**src/rtl/adjust_bitwidth_pkg.sv**
```systemverilog
// adjust_bitwidth_pkg: shared types and helpers for the streaming complex bitwidth adjuster
package adjust_bitwidth_pkg;
  typedef logic signed [31:0] part_t;
  typedef struct packed { part_t im; part_t re; } cplx_t;
  typedef struct packed { logic ovf; part_t val; } clip_t;
  function automatic int max_sel(input int iw, input int ow);
    return iw > ow ? iw - ow : 0;
  endfunction
  function automatic clip_t clip(input part_t v, input int ow);
    part_t hi, lo;
    clip_t r;
    hi = (part_t'(1) <<< (ow - 1)) - part_t'(1);
    lo = -hi - part_t'(1);
    r.ovf = (v > hi) || (v < lo);
    r.val = v > hi ? hi : v < lo ? lo : v;
    return r;
  endfunction
endpackage

```
**src/rtl/adjust_bitwidth_stream_cplx_part_scale.sv**
```systemverilog
// cplx_part_scale: per-part round/shift (stage 1) and clip/wrap (stage 2) datapath.
// Rounding is enabled by defining ADJUST_BITWIDTH_STREAM_ROUND_EN.
module cplx_part_scale
  import adjust_bitwidth_pkg::*;
#(
  parameter int IW     = 10,
  parameter int OW     = 8,
  parameter int SEL_W  = 4,
  parameter int SAT_EN = 1
) (
  input  logic                 clk_i,
  input  logic                 rst_i,
  input  logic                 en_i,
  input  logic [SEL_W-1:0]     sel_i,
  input  logic signed [IW-1:0] x_i,
  output logic signed [OW-1:0] y_o,
  output logic                 ovf_o
);
  logic signed [IW:0] ext, rnd, s1_d, s1_q;
  logic signed [OW-1:0] y_d, y_q;
  part_t s1x;
  clip_t c;
  logic unused_hi;
  always_comb begin
    ext = {x_i[IW-1], x_i};
`ifdef ADJUST_BITWIDTH_STREAM_ROUND_EN
    rnd = (sel_i == '0) ? '0 : (IW+1)'(33'd1 << (sel_i - 1'b1));
`else
    rnd = '0;
`endif
    s1_d = en_i ? (ext + rnd) >>> sel_i : s1_q;
    s1x = part_t'(s1_q);
    c = clip(s1x, OW);
    ovf_o = c.ovf;
    // wrap keeps the sign of the shifted value and its low OW-1 bits
    y_d = en_i ? ((SAT_EN != 0) ? OW'(c.val) : {s1x[31], s1x[OW-2:0]}) : y_q;
    unused_hi = ^c.val[31:OW];
  end
  always_ff @(posedge clk_i or posedge rst_i)
    if (rst_i) begin
      s1_q <= '0;
      y_q  <= '0;
    end else begin
      s1_q <= s1_d;
      y_q  <= y_d;
    end
  assign y_o = y_q;
endmodule

```
**src/rtl/adjust_bitwidth_stream.sv**
```systemverilog
// adjust_bitwidth_stream: 2-stage streaming complex shift/narrow with saturation reporting.
// Optional round-half-up via ADJUST_BITWIDTH_STREAM_ROUND_EN.
module adjust_bitwidth_stream
  import adjust_bitwidth_pkg::*;
#(
  parameter int IW     = 10,
  parameter int OW     = 8,
  parameter int SEL_W  = 4,
  parameter int SAT_EN = 1,
  parameter int CNT_W  = 16
) (
  input  logic              clk_i,
  input  logic              rst_i,
  input  logic [SEL_W-1:0]  sel_i,
  input  logic [2*IW-1:0]   data_i,
  input  logic              valid_i,
  input  logic              sop_i,
  input  logic              eop_i,
  output logic              ready_o,
  output logic [2*OW-1:0]   data_o,
  output logic              valid_o,
  output logic              sop_o,
  output logic              eop_o,
  input  logic              ready_i,
  output logic              sat_o,
  output logic              frame_sat_o,
  output logic [CNT_W-1:0]  sat_cnt_o,
  input  logic              clr_i
);
  localparam int MAXS = max_sel(IW, OW);
  logic en, acc, xfer, ovf_re, ovf_im;
  logic [SEL_W-1:0] sel_d, sel_q;
  logic v1_d, v1_q, sop1_d, sop1_q, eop1_d, eop1_q;
  logic valid_d, valid_q, sop_d, sop_q, eop_d, eop_q, sat_d, sat_q, sticky_d, sticky_q;
  logic [CNT_W-1:0] cnt_d, cnt_q;
  logic signed [OW-1:0] y_re, y_im;
  always_comb begin
    en = !valid_q | ready_i;
    acc = valid_i & en;
    xfer = valid_q & ready_i;
    // the sop beat itself already uses the freshly latched shift
    sel_d = (acc & sop_i) ? ((int'(sel_i) > MAXS) ? SEL_W'(MAXS) : sel_i) : sel_q;
    v1_d = en ? valid_i : v1_q;
    sop1_d = en ? valid_i & sop_i : sop1_q;
    eop1_d = en ? valid_i & eop_i : eop1_q;
    valid_d = en ? v1_q : valid_q;
    sop_d = en ? sop1_q : sop_q;
    eop_d = en ? eop1_q : eop_q;
    sat_d = en ? v1_q & (ovf_re | ovf_im) : sat_q;
    sticky_d = xfer ? !eop_q & (sticky_q | sat_q) : sticky_q;
    cnt_d = clr_i ? '0 : (xfer & sat_q & ~&cnt_q) ? cnt_q + 1'b1 : cnt_q;
  end
  always_ff @(posedge clk_i or posedge rst_i)
    if (rst_i) begin
      sel_q    <= '0;
      v1_q     <= 1'b0;
      sop1_q   <= 1'b0;
      eop1_q   <= 1'b0;
      valid_q  <= 1'b0;
      sop_q    <= 1'b0;
      eop_q    <= 1'b0;
      sat_q    <= 1'b0;
      sticky_q <= 1'b0;
      cnt_q    <= '0;
    end else begin
      sel_q    <= sel_d;
      v1_q     <= v1_d;
      sop1_q   <= sop1_d;
      eop1_q   <= eop1_d;
      valid_q  <= valid_d;
      sop_q    <= sop_d;
      eop_q    <= eop_d;
      sat_q    <= sat_d;
      sticky_q <= sticky_d;
      cnt_q    <= cnt_d;
    end
  cplx_part_scale #(.IW(IW), .OW(OW), .SEL_W(SEL_W), .SAT_EN(SAT_EN)) u_re (
    .clk_i(clk_i), .rst_i(rst_i), .en_i(en), .sel_i(sel_d),
    .x_i(data_i[IW-1:0]), .y_o(y_re), .ovf_o(ovf_re)
  );
  cplx_part_scale #(.IW(IW), .OW(OW), .SEL_W(SEL_W), .SAT_EN(SAT_EN)) u_im (
    .clk_i(clk_i), .rst_i(rst_i), .en_i(en), .sel_i(sel_d),
    .x_i(data_i[2*IW-1:IW]), .y_o(y_im), .ovf_o(ovf_im)
  );
  assign ready_o = en;
  assign data_o = {y_im, y_re};
  assign valid_o = valid_q;
  assign sop_o = sop_q;
  assign eop_o = eop_q;
  assign sat_o = sat_q;
  assign frame_sat_o = valid_q & eop_q & (sticky_q | sat_q);
  assign sat_cnt_o = cnt_q;
endmodule

```
**config.mk**
```make
export PLATFORM = sky130hd
export DESIGN_NAME = adjust_bitwidth_stream
export DESIGN_NICKNAME = d
export VERILOG_FILES = /design/src/rtl/adjust_bitwidth_pkg.sv /design/src/rtl/adjust_bitwidth_stream_cplx_part_scale.sv /design/src/rtl/adjust_bitwidth_stream.sv
export SDC_FILE = /design/constraint.sdc
export NUM_CORES = 1
export LEC_CHECK = 0
export ABC_AREA = 1
export BUFFER_PORTS_ARGS = -buffer_cell sky130_fd_sc_hd__buf_2
export CORE_MARGIN = 2
export CORE_UTILIZATION = 52
export CTS_BUF_LIST = sky130_fd_sc_hd__clkbuf_2 sky130_fd_sc_hd__clkbuf_4 sky130_fd_sc_hd__clkbuf_8
export CTS_CLUSTER_SIZE = 25
export DETAILED_ROUTE_END_ITERATION = 10
export PLACE_DENSITY_LB_ADDON = 0.3
export SYNTH_ARGS = -nofsm -noshare
export SYNTH_HDL_FRONTEND = slang
export SYNTH_SLANG_ARGS = --single-unit
```
**constraint.sdc**
```tcl
create_clock -name clk_i -period 2.1 [get_ports clk_i]
set_clock_uncertainty 0.15 [all_clocks]
set_input_delay 0.42 -clock clk_i [delete_from_list [all_inputs] [get_ports clk_i]]
set_output_delay 0.42 -clock clk_i [all_outputs]
set_load 0.03 [all_outputs]
```
# Yosys cells after proc, flatten, opt, wreduce, memory -nomap -nowiden
# Index checks and enable logic that the tools add are counted.
# classes
order_cmp	5
add_sub_neg	1
shifts	2
reduce_logical	7
bitwise_logic	14
muxes	8
# op_table
cell	n
$mux 16	2
$mux 8	4
$gt 11x8->1 const B	2
$lt 11x8->1 const B	2
$sshr 10x4->11	2
$add 16x1->16 const B	1
$reduce_and 16->1	1
$and 1x1->1	11
$mux 4	2
$gt 4x2->1 const B	1
$logic_not 1->1	3
$or 1x1->1	3
$logic_or 1x1->1	2
$reduce_bool 2->1	1
# word_totals
register_bits	66
input_bits	31
elab_cells	51

# Depth between registers and ports, before layout
# Gate-level depths: netlist of the first run.
# logic_depth
depth_word	6
mapped_depth	14
mapped_depth_nobuf	14

# By module
# A second synthesis of the first run with hierarchy kept.
# unflattened
cells_unflattened	493
hier_area_um2	3590.9
# modules_own_cells
mod	area_per_inst_um2	n_inst	seq_area_each_um2	cells_each
cplx_part_scale	1032.2	2	450.4	145
adjust_bitwidth_stream	1526.5	1	700.7	203

# Worst setup path before layout of the first run
# OpenSTA, ideal clock, no wires.
# synth_timing
path_type	flip-flop to flip-flop
from	register cnt_q[0] (netlist: sat_cnt_o[0])
to	register cnt_q[12] (netlist: sat_cnt_o[12])
path_slack_ns	0.126
arrival_ns	1.698
period_less_slack_ns	1.974
path_stages_with_launch	12
t_required_ns	1.824
setup_ns	0.126
path_cell_list	dfrtp_1 ha_1 nand3_1 inv_1 nand2_1 nor2_1 nand2_1 nand2_1 buf_6 nor3_1 o21ai_0 nor2_1
# synth_via
elab_chain_len	4
# synth_lines
element	line	text
start: declaration	adjust_bitwidth_stream.sv:35	logic [CNT_W-1:0] cnt_d, cnt_q;
start signal: assignment	adjust_bitwidth_stream.sv:75	cnt_q <= cnt_d;
branches (longest 4 deep; another with $add 16x1->16)	--	
# Several ways; the timed one is not identified. The select of a mux whose other input is x is not followed.
# A chain may end at the register's enable or synchronous reset.

# Worst setup path in the final report of the first run
# layout_timing
from	register valid_q (netlist: valid_o)
to	output ready_o
# layout_via
elab_chain_len	2
# layout_lines
element	line	text
start: declaration	adjust_bitwidth_stream.sv:34	logic valid_d, valid_q, sop_d, sop_q, eop_d, eop_q, sat_d, sat_q, sticky_d, sticky_q;
start signal: assignment	adjust_bitwidth_stream.sv:70	valid_q <= valid_d;
$logic_not 1->1	adjust_bitwidth_stream.sv:38	en = !valid_q | ready_i;
$or 1x1->1	adjust_bitwidth_stream.sv:38	
end: declaration	adjust_bitwidth_stream.sv:19	output logic ready_o,
# Every way passes these cells.

==> results of run 1 <==
## per-stage QoR
stage          total power [W]  utilization, %  std cells
2_1_floorplan          0.00237               -        468
3_3_place_gp           0.00266            61.6        611
3_5_place_dp           0.00269            61.6        611
4_1_cts                0.00384            64.9        625
5_1_grt                0.00404            65.3        626
6_report               0.00384            65.3        626
## kinds of logic (layout without fill, tap and decap cells)
logic type	Yosys count	in the layout	share of synthesized area [%]
flip-flops	64	64	46.1
XOR/XNOR	4	4	1.01
AND/OR/NAND/NOR	257	258	32.8
AO/OA/AOI/OAI	73	73	11.4
adder cells (fa/ha/maj)	1	1	0.360
buffers and inverters	69	149	8.32
## sequential cells by signal (all words and copies together), names as in the netlist, 4 cells and up
signal / cells
sat_cnt_o: 16
sel_q: 4
u_im.s1_q: 10
u_im.y_o: 8
u_re.s1_q: 10
u_re.y_o: 8
## routing by layer
layer | part of all wire (%) | vias up | wire (um) | global-route usage (%)
li1 | - | 1692 | - | -
met2 | 47 | 116 | 3970 | 39.4
met5 | 0 | - | 0 | 0
met3 | 5.5 | 10 | 466 | 3.75
met1 | 46 | 1582 | 3900 | 32.6
met4 | 1.3 | 0 | 106 | 9.38
## layout by cell type, fill, tap and decap left out
cell	n
nand3_1	79
nor3_1	7
o21ai_4	1
nor4_1	4
buf_12	1
bufinv_16	2
clkinv_2	2
nand4_1	2
xor2_1	4
clkinvlp_4	1
ha_2	1
buf_2	68
dfrtp_1	64
o31ai_1	3
nor2_2	4
or2_0	1
o21ai_0	42
clkbuf_8	10
nand2_2	6
o21a_1	1
o22ai_1	2
o22a_1	1
a31oi_1	1
inv_1	47
o21ai_1	8
nand2_1	112
or2_2	5
buf_4	12
inv_2	5
clkinv_1	1
a21oi_1	14
nor2_1	34
nand2_4	4
## cell type report
| cell class | count | area share [%] |
|---|---|---|
| Sequential cell | 64 | 38.4 |
| Inverter | 54 | 4.95 |
| Tap cell | 77 | 2.31 |
| Clock buffer | 10 | 3.30 |
| Multi-Input combinational cell | 336 | 38.5 |
| Timing Repair Buffer | 81 | 10.8 |
| Clock inverter | 4 | 1.68 |
## worst max-delay path: cells and delay by family, from the launching register on
kind | cells | cell delay (ns)
AND/OR/NAND/NOR | 1 | 0.11
buffers and inverters | 2 | 0.54
flip-flops | 1 | 0.41
## final timing paths
kind	endpoint	cells after the start
hold / removal	u_im.y_o[3]$_DFFE_PP0N_	3
hold reg to reg	sop_o$_DFFE_PP0N_	2
setup / recovery	ready_o	3
max in group asynchronous	u_re.y_o[4]$_DFFE_PP0N_	3
setup reg to reg	sat_cnt_o[12]$_DFFE_PP0P_	7
min in group clk_i	eop1_q$_DFFE_PP0N_	3
## report_power, final
group	internal (W)	leakage, nW	switching (W)
combinational	0.000346	1.21	0.000759
clock	0.000684	0.108	0.000476
sequential	0.00145	0.801	0.000127
==> impl_metrics.csv, run 1 <==
group,metric,value,unit
status,outcome,"complete, no violations",
timing,slew_headroom,56.9,%
timing,fin_crit_sh,93.9,%
global_route,antenna_found_initial,0,
finish,nFillCells,572,
critical_path,path_class,"flop to primary output",
clock_network,clock-sinks,64,
clock_network,cts.path.max_buffers,2,
drt,drtPass1Iterations,7,
placement,place.gp.congestion,0.877,
drt,drc,0,
synth,ys.flop_type,"dfrtp_1",
placement,portBuffers,68,
placement,dpl.hpwl,5990,um
floorplanning,core_area,6390,sq um
clock_network,clkTransAtPathRegs,0.07,ns
global_route,grt_pass1_wl,14200,um
finish,nNetsFinal,578,
critical_path,worstPathRequired,1.53,ns
critical_path,reg2reg_from,"sat_cnt_o[1]$_DFFE_PP0P_",
timing,report.final.slew_viol_count,0,
critical_path,start_kind,"flop",
synth,synth.area.top_cells,"dfrtp_1 46%, nand2_1 12%, nand3_1 11%",
critical_path,path_cells,"nand2_2 > buf_4 > buf_2",
global_route,grt_pass1_vias,3228,
drt,wirelength,8450,um
critical_path,ff2ff_setup_slack,0.18,ns
finish,antenna_cells,0,
finish,syn_to_final_growth,20.0,%
drt,vias,3400,
synth,ys_ff_latch,64,
critical_path,slowest_delay,0.41,ns
floorplanning,dieWidth,85.7,um
drt,drtAntennaViolNets,0,
placement,dpl_worst_slack,0.0536,ns
timing,setup_viol,0,
critical_path,startpoint,"valid_o$_DFFE_PP0N_",
synth,ys_seq_area_share,46.1,%
hold_path,hp-class,"input port to async pin",
synth,yosysTopAreaCell,"dfrtp_1",
run,max-cap-violations,0,
synth,synth.avg_cell_area,7.42,sq um
global_route,grt_max_degree,65,
timing,rsz0062_at_grt,"no",
finish,multiInputGateArea,1610,sq um
timing,whs,0.00332,ns
synth,synth-edff-count,0,
clock_network,cts_resized,0,
timing,hold_viol,0,
synth,synthesis.area,3470,sq um
critical_path,cp_max_fo,29,
critical_path,cp_slowest_cell,"dfrtp_1",
pwr,power_density,922,nW/um^2
timing,finalWorstSetupSlack,0.128,ns
synth,ys_types,30,
synth,yosysTopAreaCellShare,46.1,%
drt,vias_per_cell,5.43,
pwr,ir_drop,0.000675,V
synth,async_flop_share,100,%
placement,placed_area,3940,sq um
timing,fmax,507,MHz
floorplanning,die_y,85.7,um
floorplanning,die_area,7350,sq um
clock_network,cts_tree,"yes",
global_route,grt_overflow,0,
critical_path,endpoint_kind,"primary output",
finish,ff_latch_area,1600,sq um
timing,min_period,1.97,ns
drt,routedWlPerCell,13.5,um
timing,tightestPinTransition,0.647,ns
floorplanning,initial_utilization,54.4,%
synth,syn_inst,468,
clock_network,htree_levels,3,
timing,fin_tns_setup,0,ns
clock_network,insertion_delay,0.34,ns
critical_path,worst_ep_arrival_time,1.40,ns
clock_network,post-cts-setup-buffers,0,
synth,yosys_warnings,0,
finish,drive_gt1_share,22.2,%
global_route,grt_usage,24.2,%
pwr,cellLeakagePower,2.12,nW
clock_network,clock-root-buffer,"clkbuf_8",
clock_network,cts_buffers,9,
synth,synth_common_cells,"114 x nand2_1, 79 x nand3_1, 64 x dfrtp_1, 48 x inv_1, 43 x o21ai_0",
synth,syn_nets,500,
floorplanning,pin_count,69,
clock_network,hold_buffers,0,
floorplanning,rows,29,
synth,synth_most_common_cell,"nand2_1",
finish,final_area,4170,sq um
drt,drtIter0Drc,206,
No activity file was read; power rests on OpenSTA's default activity.
==> inputs of run 2 (changes only) <==
- CORE_MARGIN: 2 -> 5
==> run 2 against run 1 <==
Against the previous run:
- worst hold slack improved by 0.17 ns
- count of clock-buffer cells in the layout rose by 2
- cell count rose by 0.48%
- routed wire length rose by 2.3%
- first-iteration DRC count rose by 56%
- register-to-register slack got worse by 0.08 ns
- clock power fell by 20%
- utilization fell by 0.54 points
- non-clock buffer count rose by 3
==> impl_metrics.csv, run 2 (synthesized netlist as in run 1, its figures left out) <==
group,metric,value,unit
finish,ff_latch_area,1600,sq um
floorplanning,die_y,91.7,um
pwr,power_density,873,nW/um^2
finish,nFillCells,562,
finish,mostFrequentLayoutCell,"nand2_1",
clock_network,cts_buffers,9,
clock_network,cts_tree,"yes",
global_route,grt_usage,21.6,%
finish,finish.utilization,64.7,%
critical_path,slowest_delay,0.38,ns
floorplanning,pin_count,69,
critical_path,path_cells,"ha_1 > nand3_1 > inv_1 > nand2_1 > nor2_1 > nand2_1 > nand2_4 > inv_1 > nand2_1 > o21ai_0 > nand2_1 > nor2_1",
drt,drtIter0Drc,322,
critical_path,endpoint_kind,"flop",
clock_network,clock-sinks,64,
hold_path,hold_depth,3,
timing,min_period,2.00,ns
timing,hold_viol,0,
clock_network,cts.path.max_buffers,2,
drt,routedWlPerCell,13.7,um
critical_path,start_kind,"flop",
critical_path,path_class,"flop to flop",
finish,antenna_cells,0,
finish,final_cell_mix,"113 x nand2_1, 79 x nand3_1, 68 x buf_2",
drt,drtAntennaViolNets,0,
finish,final_area,4160,sq um
drt,vias_per_cell,5.51,
status,outcome,"complete, no violations",
finish,multiInputGateArea,1600,sq um
hold_path,hold_path_end,"eop1_q$_DFFE_PP0N_",
clock_network,clock-root-buffer,"clkbuf_8",
finish,drive_gt1_share,21.9,%
critical_path,cpMostUsedCell,"nand2_1",
placement,placed_area,3950,sq um
floorplanning,core_area,6420,sq um
clock_network,insertion_delay,0.33,ns
drt,wirelength,8640,um
placement,dpl_worst_slack,0.0278,ns
placement,portBuffers,68,
drt,vias,3468,
timing,tightestPinTransition,0.651,ns
timing,report.final.slew_viol_count,0,
floorplanning,dieWidth,91.7,um
clock_network,clkTransAtPathRegs,0.06,ns
timing,fin_tns_setup,0,ns
hold_path,hp-class,"input port to flop",
critical_path,reg2reg_from,"sat_cnt_o[1]$_DFFE_PP0P_",
placement,dpl.hpwl,6430,um
global_route,antenna_found_initial,0,
critical_path,cp_max_fo,10,
finish,nNetsFinal,580,
finish,syn_to_final_growth,19.7,%
pwr,cellLeakagePower,2.12,nW
drt,drc,0,
finish,largest_reg_flops,16,
critical_path,worstPathRequired,2.17,ns
timing,setup_viol,0,
critical_path,cp_slowest_cell,"dfrtp_1",
clock_network,htree_levels,3,
pwr,ir_drop,0.000625,V
critical_path,reg2regPathDepth,12,
run,max-cap-violations,0,
global_route,grt_pass1_wl,15000,um
floorplanning,die_area,8410,sq um
global_route,grt_pass1_vias,3293,
floorplanning,rows,29,
critical_path,worst_ep_arrival_time,2.07,ns
drt,drtPass1Iterations,6,
timing,finalWorstSetupSlack,0.103,ns
global_route,grt_max_degree,43,
hold_path,hp-start,"eop_i",
timing,fin_crit_sh,95.1,%
timing,rsz0062_at_grt,"no",
critical_path,ff2ff_setup_slack,0.10,ns
global_route,grt_overflow,0,
pwr,totalPowerFinal,0.00363,W
placement,place.gp.congestion,0.883,
critical_path,r2r-end,"sat_cnt_o[13]$_DFFE_PP0P_",
floorplanning,initial_utilization,54.1,%
timing,fmax,501,MHz
timing,slew_headroom,56.6,%
==> run 2: worst max path at each step <==
stage | depth (start not counted) | from | endpoint | slack (ns)
CTS | 11 | sat_cnt_o[1]$_DFFE_PP0P_ | sat_cnt_o[5]$_DFFE_PP0P_ | 0.10
global route | 14 | valid_o$_DFFE_PP0N_ | u_re.s1_q[3]$_DFFE_PP0N_ | 0.007
global placement | 12 | sat_cnt_o[1]$_DFFE_PP0P_ | sat_cnt_o[13]$_DFFE_PP0P_ | 0.13
finish | 12 | sat_cnt_o[1]$_DFFE_PP0P_ | sat_cnt_o[13]$_DFFE_PP0P_ | 0.10
detailed placement | 11 | sat_cnt_o[1]$_DFFE_PP0P_ | sat_cnt_o[5]$_DFFE_PP0P_ | 0.03
floorplan | 11 | sat_cnt_o[0]$_DFFE_PP0P_ | sat_cnt_o[12]$_DFFE_PP0P_ | 0.13
==> run 2: critical path: cells and delay by family, from the launching register on <==
kind,cells,cell delay [ns]
AND/OR/NAND/NOR,8,0.87
flip-flops,1,0.38
adder cells (fa/ha/maj),1,0.21
buffers and inverters,2,0.18
AO/OA/AOI/OAI,1,0.09
==> run 2: what timing repair did <==
action                                 4_1_cts  5_1_grt
setup buffers                                0        0
gates resized for setup                      1        3
pin swaps                                    0        0
hold buffers                                 1        0
endpoints found under the hold margin        6        0
setup endpoints to repair                    3        8
==> run 2: power by group <==
group	internal [W]	leakage, nW	switching, W
Clock	0.000495	0.0917	0.000438
Combinational	0.000350	1.23	0.000765
Sequential	0.00145	0.801	0.000126
Total	0.00230	2.12	0.00133
==> run 2: final cells by class <==
| class | count | share of cell area [%] |
|---|---|---|
| sequential | 64 | 38.5 |
| multi-input combinational | 335 | 38.5 |
| timing repair buffer | 84 | 11.4 |
| inverter | 54 | 4.97 |
| clock buffer | 12 | 3.82 |
| tap | 77 | 2.32 |
| clock inverter | 3 | 0.421 |
==> run 2: per-stage QoR <==
stage | instances | hold slack [ns]
2_1_floorplan | 468 | 0.284
3_3_place_gp | 613 | 0.216
3_5_place_dp | 613 | 0.219
4_1_cts | 629 | 0.151
5_1_grt | 629 | 0.156
6_report | 629 | 0.171
==> run 2: layer usage <==
metal | GRT usage [%] | wire length, um | up-vias
met1 | 28.7 | 3780 | 1626
met5 | 0 | 0 | -
met4 | 5.57 | 63 | 0
met2 | 35.2 | 4210 | 140
met3 | 5.89 | 590 | 8
li1 | - | - | 1694
==> inputs of run 3 (changes only) <==
- CORE_MARGIN: 5 -> 4
==> run 3 against run 2 <==
Against the previous run:
- utilization is 0.21 points higher
- die area is 4.3% lower
- sequential share of layout area is 0.13 points lower
- flip-flop and latch count stayed put
- via count is 1.4% lower
- total power is 0.34% higher
- clock power is 1% higher
- cell count is 0.16% higher
- largest power group unchanged
- global-route usage is 0.57 points higher
- highest routed layer unchanged
- worst hold slack better by 0.0079 ns
- design area is 0.33% higher
==> impl_metrics.csv, run 3 (synthesized netlist as in run 1, its figures left out) <==
group,metric,value,unit
run,max-cap-violations,0,
critical_path,path_cells,"nand2_2 > buf_4 > buf_2",
clock_network,clock-sinks,64,
finish,final_cell_mix,"113 x nand2_1, 79 x nand3_1, 68 x buf_2",
clock_network,cts_tree,"yes",
hold_path,hp-class,"input port to flop",
critical_path,endpoint_kind,"primary output",
drt,drtPass1Iterations,4,
global_route,grt_max_degree,33,
pwr,power_density,873,nW/um^2
timing,slew_headroom,55.8,%
pwr,cellLeakagePower,2.13,nW
critical_path,cp_max_fo,29,
global_route,grt_pass1_vias,3328,
placement,dpl.hpwl,6590,um
finish,syn_to_final_growth,20.1,%
timing,setup_viol,0,
clock_network,cts_buffers,9,
timing,tightestPinTransition,0.663,ns
timing,fin_crit_sh,93.8,%
timing,fmax,508,MHz
clock_network,clock-root-buffer,"clkbuf_8",
floorplanning,dieWidth,89.7,um
global_route,grt_pass1_wl,14800,um
critical_path,cp_num_cells,3,
global_route,grt_usage,22.2,%
drt,drc,0,
critical_path,reg2regPathDepth,11,
critical_path,path_class,"flop to primary output",
finish,nNetsFinal,581,
pwr,ir_drop,0.000564,V
finish,antenna_cells,0,
clock_network,htree_levels,3,
drt,vias_per_cell,5.43,
clock_network,post-cts-setup-buffers,0,
critical_path,slowest_delay,0.41,ns
critical_path,start_kind,"flop",
finish,mostFrequentLayoutCell,"nand2_1",
critical_path,cp_slowest_cell,"dfrtp_1",
drt,routedWlPerCell,13.8,um
floorplanning,rows,29,
critical_path,ff2ff_setup_slack,0.19,ns
placement,portBuffers,68,
critical_path,worstPathRequired,1.53,ns
floorplanning,pin_count,69,
critical_path,cp_top_family,"buffers and inverters",
clock_network,insertion_delay,0.34,ns
timing,fin_tns_setup,0,ns
floorplanning,initial_utilization,54.1,%
floorplanning,die_area,8050,sq um
clock_network,clkTransAtPathRegs,0.07,ns
drt,vias,3421,
hold_path,hold_depth,3,
timing,min_period,1.97,ns
floorplanning,core_area,6420,sq um
global_route,antenna_found_initial,0,
critical_path,worst_ep_arrival_time,1.40,ns
timing,rsz0062_at_grt,"no",
global_route,grt_overflow,0,
timing,hold_viol,0,
drt,drtAntennaViolNets,0,
finish,largest_reg_flops,16,
drt,drtIter0Drc,236,
placement,place.gp.congestion,0.969,
finish,drive_gt1_share,22.2,%
timing,report.final.slew_viol_count,0,
drt,wirelength,8700,um
floorplanning,die_y,89.7,um
clock_network,cts.path.max_buffers,2,
critical_path,path_buf_inv,2,
timing,whs,0.179,ns
status,outcome,"complete, no violations",
==> run 3: cell count changes in the layout (fill, tap and decap cells not counted) <==
| cell | before | now |
|---|---|---|
| o21ai_1 | 7 | 8 |
| nand2_8 | 1 | 0 |
| nor2_1 | 35 | 34 |
| buf_12 | 1 | 2 |
| nor2_2 | 3 | 4 |
| o21ai_0 | 43 | 42 |
| nand2_4 | 3 | 4 |
==> run 3: stage by stage <==
step           setup slack [ns]  util [%]  instance area (sq um)  std cells  power (W)
2_1_floorplan             0.126         -                   3480        468    0.00237
3_3_place_gp              0.153      61.8                   3970        614    0.00268
3_5_place_dp             0.0995      61.8                   3970        614    0.00272
4_1_cts                  0.0803      64.7                   4160        630    0.00367
5_1_grt                 0.00338      64.9                   4170        630    0.00387
6_report                  0.131      64.9                   4170        630    0.00364
==> run 3: timing repair <==
item | CTS | global route
hold buffers | 1 | 0
gates resized for setup | 0 | 5
endpoints found under the setup margin | 0 | 11
endpoints found under the hold margin | 20 | 0
==> run 3: per-layer routing <==
metal	part of all wire, %	GRT usage (%)
met3	4.9	5.43
met5	0	0
met4	1.3	6.64
met1	44	28.8
met2	49	37.0
==> run 3: path summary, 6_finish.rpt <==
path	start	endpoint
worst max-delay path	valid_o$_DFFE_PP0N_	ready_o
worst min-delay path	eop_i	eop1_q$_DFFE_PP0N_
worst max register to register	sat_cnt_o[0]$_DFFE_PP0P_	sat_cnt_o[5]$_DFFE_PP0P_
worst min register to register	v1_q$_DFFE_PP0N_	valid_o$_DFFE_PP0N_
max in group asynchronous	rst_i	eop1_q$_DFFE_PP0N_
min in group asynchronous	rst_i	u_im.y_o[3]$_DFFE_PP0N_
==> run 3: final cells by class <==
class	count	area, sq um
Fill cell	606	2250
Sequential cell	64	1600
Multi-Input combinational cell	335	1590
Timing Repair Buffer	85	495
Inverter	54	206
Clock buffer	12	159
Tap cell	77	96.3
Clock inverter	3	17.5
==> run 3: power by group <==
group | switching (W) | internal (W)
clock | 0.000451 | 0.000495
sequential | 0.000124 | 0.00145
combinational | 0.000762 | 0.000355
==> run 3: tightest hold or removal path: stages <==
cell and delay (ns):
buf_2 0.08, nand3_1 0.06, nand2_1 0.07
